**src/rtl/alu16_sequencer.sv**
```systemverilog
// rtl/alu16_sequencer.sv - 16-bit ADD/SUB/INC/DEC sequenced as two byte passes through an 8-bit ALU

package gate_boy_pkg;
  localparam int DATA_WIDTH = 8;
  localparam int FLAG_WIDTH = 4;

  typedef enum logic [2:0] {
    ALU_ADD = 3'd0,
    ALU_ADC = 3'd1,
    ALU_SUB = 3'd2,
    ALU_SBC = 3'd3,
    ALU_AND = 3'd4,
    ALU_XOR = 3'd5,
    ALU_OR  = 3'd6,
    ALU_CP  = 3'd7
  } instruction_t;
endpackage

module alu16_sequencer
  import gate_boy_pkg::*;
#(
  parameter int unsigned ALU_LATENCY = 4
) (
  input  logic                  clk,
  input  logic                  rst,
  input  logic                  req_valid,
  output logic                  req_ready,
  input  logic [1:0]            req_op,
  input  logic [15:0]           req_a,
  input  logic [15:0]           req_b,
  output logic [DATA_WIDTH-1:0] alu_operand_A,
  output logic [DATA_WIDTH-1:0] alu_operand_B,
  output instruction_t          alu_opcode,
  input  logic [DATA_WIDTH-1:0] alu_result,
  input  logic [FLAG_WIDTH-1:0] alu_flags,
  output logic                  rsp_valid,
  output logic [15:0]           rsp_result,
  output logic [FLAG_WIDTH-1:0] rsp_flags,
  output logic                  rsp_flags_we
);

  typedef enum logic [1:0] {S_IDLE, S_LO, S_HI, S_RESP} state_t;

  localparam logic [3:0] PASS_CYCLES = 4'(ALU_LATENCY);

  state_t                  state_q, state_d;
  logic [3:0]              cnt_q, cnt_d;
  logic [1:0]              op_q, op_d;
  logic [15:0]             a_q, a_d;
  logic [15:0]             b_q, b_d;
  logic [7:0]              lo_q, lo_d;
  logic [15:0]             rsp_result_q, rsp_result_d;
  logic [FLAG_WIDTH-1:0]   rsp_flags_q, rsp_flags_d;
  logic                    rsp_we_q, rsp_we_d;

  // op[0] selects the subtracting forms, op[1] selects the increment/decrement forms
  logic is_sub, is_incdec;
  assign is_sub    = op_q[0];
  assign is_incdec = op_q[1];

  // Z and N are produced here; only H and C come from the ALU
  logic unused_alu_flags;
  assign unused_alu_flags = ^alu_flags[3:2];

  logic [15:0] full_result;
  assign full_result = {alu_result, lo_q};

  // State and datapath registers; reset aborts any pass in flight
  always_ff @(posedge clk or posedge rst) begin
    if (rst) begin
      state_q      <= S_IDLE;
      cnt_q        <= 4'd0;
      op_q         <= 2'd0;
      a_q          <= 16'h0000;
      b_q          <= 16'h0000;
      lo_q         <= 8'h00;
      rsp_result_q <= 16'h0000;
      rsp_flags_q  <= '0;
      rsp_we_q     <= 1'b0;
    end else begin
      state_q      <= state_d;
      cnt_q        <= cnt_d;
      op_q         <= op_d;
      a_q          <= a_d;
      b_q          <= b_d;
      lo_q         <= lo_d;
      rsp_result_q <= rsp_result_d;
      rsp_flags_q  <= rsp_flags_d;
      rsp_we_q     <= rsp_we_d;
    end
  end

  // Next-state, pass timing and ALU drive; ALU outputs are a pure function of state and captured operands
  always_comb begin
    state_d       = state_q;
    cnt_d         = cnt_q;
    op_d          = op_q;
    a_d           = a_q;
    b_d           = b_q;
    lo_d          = lo_q;
    rsp_result_d  = rsp_result_q;
    rsp_flags_d   = rsp_flags_q;
    rsp_we_d      = rsp_we_q;
    req_ready     = 1'b0;
    rsp_valid     = 1'b0;
    alu_operand_A = 8'h00;
    alu_operand_B = 8'h00;
    alu_opcode    = ALU_ADD;

    case (state_q)
      S_IDLE: begin
        req_ready = 1'b1;
        if (req_valid) begin
          op_d    = req_op;
          a_d     = req_a;
          b_d     = req_b;
          cnt_d   = PASS_CYCLES;
          state_d = S_LO;
        end
      end
      S_LO: begin
        alu_operand_A = a_q[7:0];
        alu_operand_B = is_incdec ? 8'h01 : b_q[7:0];
        alu_opcode    = is_sub ? ALU_SUB : ALU_ADD;
        if (cnt_q == 4'd1) begin
          lo_d    = alu_result;
          cnt_d   = PASS_CYCLES;
          state_d = S_HI;
        end else begin
          cnt_d = cnt_q - 4'd1;
        end
      end
      S_HI: begin
        alu_operand_A = a_q[15:8];
        alu_operand_B = is_incdec ? 8'h00 : b_q[15:8];
        alu_opcode    = is_sub ? ALU_SBC : ALU_ADC;
        if (cnt_q == 4'd1) begin
          rsp_result_d = full_result;
          if (is_incdec) begin
            rsp_flags_d = '0;
            rsp_we_d    = 1'b0;
          end else begin
            rsp_flags_d = {full_result == 16'h0000, is_sub, alu_flags[1], alu_flags[0]};
            rsp_we_d    = 1'b1;
          end
          cnt_d   = 4'd0;
          state_d = S_RESP;
        end else begin
          cnt_d = cnt_q - 4'd1;
        end
      end
      S_RESP: begin
        rsp_valid = 1'b1;
        state_d   = S_IDLE;
      end
      default: state_d = S_IDLE;
    endcase
  end

  assign rsp_result   = rsp_result_q;
  assign rsp_flags    = rsp_flags_q;
  assign rsp_flags_we = rsp_we_q;

endmodule

```
**config.mk**
```make
export PLATFORM = sky130hd
export DESIGN_NAME = alu16_sequencer
export DESIGN_NICKNAME = d
export VERILOG_FILES = /design/src/rtl/alu16_sequencer.sv
export SDC_FILE = /design/constraint.sdc
export NUM_CORES = 1
export LEC_CHECK = 0
export BUFFER_PORTS_ARGS = -buffer_cell sky130_fd_sc_hd__buf_4
export CAP_MARGIN = 20
export CORE_ASPECT_RATIO = 1.4
export CORE_UTILIZATION = 50
export CTS_BUF_LIST = sky130_fd_sc_hd__clkbuf_2 sky130_fd_sc_hd__clkbuf_4 sky130_fd_sc_hd__clkbuf_8
export CTS_CLUSTER_DIAMETER = 80
export DETAILED_ROUTE_END_ITERATION = 8
export GPL_ROUTABILITY_DRIVEN = 0
export PLACE_DENSITY = 0.81
export SETUP_SLACK_MARGIN = 0.1
export SYNTH_ARGS = -nofsm -noshare
export SYNTH_HDL_FRONTEND = slang
export SYNTH_SLANG_ARGS = --single-unit
```
**constraint.sdc**
```tcl
create_clock -name clk -period 5.8 [get_ports clk]
set_input_delay 1.45 -clock clk [delete_from_list [all_inputs] [get_ports clk]]
set_output_delay 1.45 -clock clk [all_outputs]
set_load 0.01 [all_outputs]
```
### Word-level counts from Yosys, hierarchy flattened

Cells that the tools add are included.

| storage, ports and cells | value |
|---|---|
| register bits after elaboration | 69 |
| output and inout port bits | 42 |
| logic and storage cells | 44 |

| operators by class | value |
|---|---|
| add/sub/neg operators | 1 |
| equal/unequal tests | 7 |
| mux-type cells | 19 |
| reductions and logical operators | 8 |

Operators by type and width:

| cell | count |
|---|---|
| 8-bit one-hot mux with 2 select lines | 2 |
| 16-bit logical NOT | 1 |
| 4-bit two-way mux | 4 |
| 8-bit two-way mux | 2 |
| 4-bit one-hot mux with 3 select lines | 1 |
| 2-bit two-way mux | 5 |
| 2-bit one-hot mux with 4 select lines | 1 |
| 2-bit AND reduction | 4 |
| 2-bit != test, second input constant | 3 |
| 2-bit equality test, second input constant | 2 |
| 4-bit by 1-bit equality test with 1-bit output, second input constant | 1 |
| 2-bit one-hot mux with 2 select lines | 1 |
| 4-bit by 1-bit subtractor with 4-bit output, second input constant | 1 |
| 1-bit two-way mux | 3 |
| 3-bit AND reduction | 1 |
| 3-bit nonzero test | 1 |
| 2-bit by 1-bit equality test with 1-bit output, second input constant | 1 |
| 2-bit logical NOT | 1 |

### Logic depth before layout (Yosys ltp)

| depth | value |
|---|---|
| depth after elaboration | 3 |
| mapped depth | 7 |
| depth with buffers taken out | 5 |

### Worst setup path after synthesis

No wires, ideal clock.

| timing | value |
|---|---|
| path type | reg2out |
| start | reg state_q[0] |
| end | out alu_operand_B[0] |
| arrival time | 1.397 ns |
| data required time | 4.350 ns |
| path slack | 2.953 ns |
| stages on the path, launching flop included | 7 |
| path through | dfrtp_1 -> inv_1 -> ha_1 -> buf_4 -> nor2b_1 -> nand2_1 -> a21boi_0 |

| between the ends | value |
|---|---|
| longest elaborated chain between the ends | 2 |
| elaborated cells on any way between the ends | 3 |
| classes of those cells | 2 x eq/ne; 1 x mux |

Ends and longest elaborated chain:

| element | RTL line | text |
|---|---|---|
| start: declaration | 46 | `state_t state_q, state_d;` |
| start signal: assignment | 81 | `state_q <= state_d;` |
| 2-bit equality test / 2-bit by 1-bit equality test with 1-bit output (equally long branches) | 110 | `case (state_q)` |
| 8-bit one-hot mux with 2 select lines * | 110 |  |
| end: declaration | 32 | `output logic [DATA_WIDTH-1:0] alu_operand_B,` |

Every way passes the cells marked *; elsewhere a longest branch is shown, timed or not.

### Worst setup path after layout

Ends and elaborated chain as after synthesis.

==> metrics.txt <==
status finished clean; Critical-path top delay cell ha_1; number of port buffers 87; largest net degree at the start of global routing 70; Worst Path Required 4350 ps; Synth Net Count 291; TritonCTS clock tree built; hold_buf cts 0; CP Cell Sequence inv_1, ha_1, nor2b_1, nand2_1, a21boi_0, buf_4; fin area 4000 um2; remaining global-route overflow 0; Min-Delay Endpoint rsp_flags[0]; CTS resizes 0; Fmax 271 MHz; PwrDens 559 nW/um2; post-synth top area cell dfrtp_1; number of global-route vias before repair 2,256; WS Path Type reg2out; Initial DRC Count 98; layout cells sized above 1 51.4%; root buffer cell clkbuf_8; total CTS buffers 9; fin. max-slew vios 0; relative slew slack 42.4%; worst-skew pair later-pin latency 340 ps; final clock skew 6.24 ps; WL per Instance 16.2 um; max cap viols 0; cells after synthesis 235; Die Wd 69.0 um; Die Y 95.7 um; initial antenna violation count 0; Synth Warn # 0; CP Capture Type primary output; sequential-to-total area share from yosys stat 55.0%; RSZ-0062 raised after global routing false; remaining antenna violation count after routing 0; Initial DRT Pass Iterations 4; post-DR vias/cell 5.45; final hold violations 0; Leak 1.91 nW; R2R Path Start state_q[1]; Worst Hold Path Cells 2; Mean Syn Cell Area 13.4 um2; Critical Path Start state_q[0]; Final HPWL DP 4460 um; post-synthesis cell area 3140 um2; TNS Setup 0 ps; Tcrit/Tclk final 63.7%; Critical R2R Capture lo_q[7]; H-tree Lvls 3; critical path arrival 2240 ps; Startpoint Class flip-flop; Worst-path clk slew 70 ps; post-CTS setup buffer count 0; Final WS setup 2110 ps; wirelength, routed 6420 um; die area 6600 um2; Initial Utilization 52.8%; Reg2Reg Depth 4; Filler cells 465; Hold WS 491 ps; Register-to-Register Setup Slack 3500 ps; Final setup viols 0; Layout area overhead 27.6%; overall routing resource usage 21.8%; CORE AREA 5950 um2; placed instance area 3810 um2; share of the synthesized area in the top cell type 55.0%; number of distinct library cells after synthesis 30; clk sink count 69; number of antenna diodes 0; top post-synthesis cells by area dfrtp_1 55%, mux2_2 17%, mux2_4 6.2%, a22oi_1 3.8%, ha_1 2.8%; nets@finish 379; Final Critical Period 3690 ps; clock buffer depth 2; Crit path largest cell delay 720 ps; DP Worst Slack 2460 ps; peak supply drop 0.000299 V; final routed DRC violation total 0; Vias 2,163; first-pass GRT wire length 10,300 um; I/O pin count 91; Hold Crit Start rsp_flags[0]; worst-margin pin slew 864 ps; #FFs+latches synth 69; Rows 33; CP max FO 21; Hold Path Class reg2reg
## per-layer routing
metal / global-route usage (%) / up-vias / part of all wire, %
li1: - / 1008 / -
met1: 23.2 / 1060 / 38
met2: 37.4 / 80 / 53
met3: 7.58 / 15 / 7.3
met4: 10.7 / 0 / 2.5
met5: 0 / - / 0
## registers in the layout, indices dropped and copies added (netlist names), 2 cells and up
signal      cells
a_q            16
b_q            16
cnt_q           4
lo_q            8
op_q            2
rsp_flags       4
rsp_result     16
state_q         2
## power by group
group	leakage (nW)	switching, mW	internal (mW)
Combinational	0.991	0.427	0.558
Sequential	0.819	0.149	0.722
Clock	0.101	0.165	0.215
## synth_stat cells
cell and instances:
buf_2 6, nor2b_1 10, o21ai_1 1, nand2b_1 6
a21boi_0 1, o211ai_1 2, o311a_1 1, ha_1 7
o21ai_0 4, nand4bb_1 2, mux2_4 13, buf_6 2
nor4_1 5, mux2_2 48, nor3b_1 1, buf_4 4
o31ai_1 1, clkbuf_1 1, nand4_1 1, conb_1 1
nor3_1 1, o2bb2ai_1 1, nor2_1 11, a22oi_1 16
o21ai_2 1, a22o_1 1, nor4b_1 1, nand2_1 10
dfrtp_1 69, inv_1 7
## metrics by stage
stage	power [mW]	utilization (%)	instances
after CTS	2.26	67.3	397
after floorplan	1.51	-	235
final	2.24	67.3	397
after detailed placement	1.88	64.2	382
after global placement	1.83	64.2	382
after global routing	2.39	67.3	397
## worst max path at each step
| stage | end |
|---|---|
| after detailed placement | alu_operand_B[0] |
| final | alu_operand_B[0] |
| after global placement | alu_operand_B[0] |
| after global routing | alu_operand_B[0] |
| after floorplan | a_q[0] |
| after CTS | alu_operand_B[0] |
## worst max-delay path: cells and delay by family, from the launching register on
kind            cells  cell delay (ps)
compound gates      1              160
fa+ha+maj           1              720
simple gates        2              330
buf+inv             2              260
flops               1              420
## logic make-up after synthesis
family | count (synthesis) | share of synthesized area, %
AO/OA/AOI/OAI | 29 | 6.74
buffers and inverters | 20 | 3.59
AND/OR/NAND/NOR | 48 | 8.29
flip-flops | 69 | 55.0
other | 1 | 0.120
multiplexers | 61 | 23.4
adder cells (fa/ha/maj) | 7 | 2.79
## cell usage in the layout (no fill, tap or decap), types with 7 or more instances in the layout
| master | synthesis | routed |
|---|---|---|
| a22oi_1 | 16 | 16 |
| buf_4 | 4 | 90 |
| clkbuf_8 | 0 | 9 |
| dfrtp_1 | 69 | 69 |
| ha_1 | 7 | 7 |
| mux2_2 | 48 | 48 |
| mux2_4 | 13 | 13 |
| nand2_1 | 10 | 10 |
| nor2_1 | 11 | 11 |
| nor2b_1 | 10 | 10 |
## final cells by class
class | instances | area (um2) | area share [%]
well taps | 70 | 87.6 | 2.19
multi-input cells | 146 | 1300 | 32.4
inverters | 7 | 26.3 | 0.656
clock inverters | 2 | 35.0 | 0.875
clock buffers | 13 | 154 | 3.84
repair buffers | 90 | 676 | 16.9
flip-flops and latches | 69 | 1730 | 43.1
Note: power is estimated with default switching activity, not from simulation.
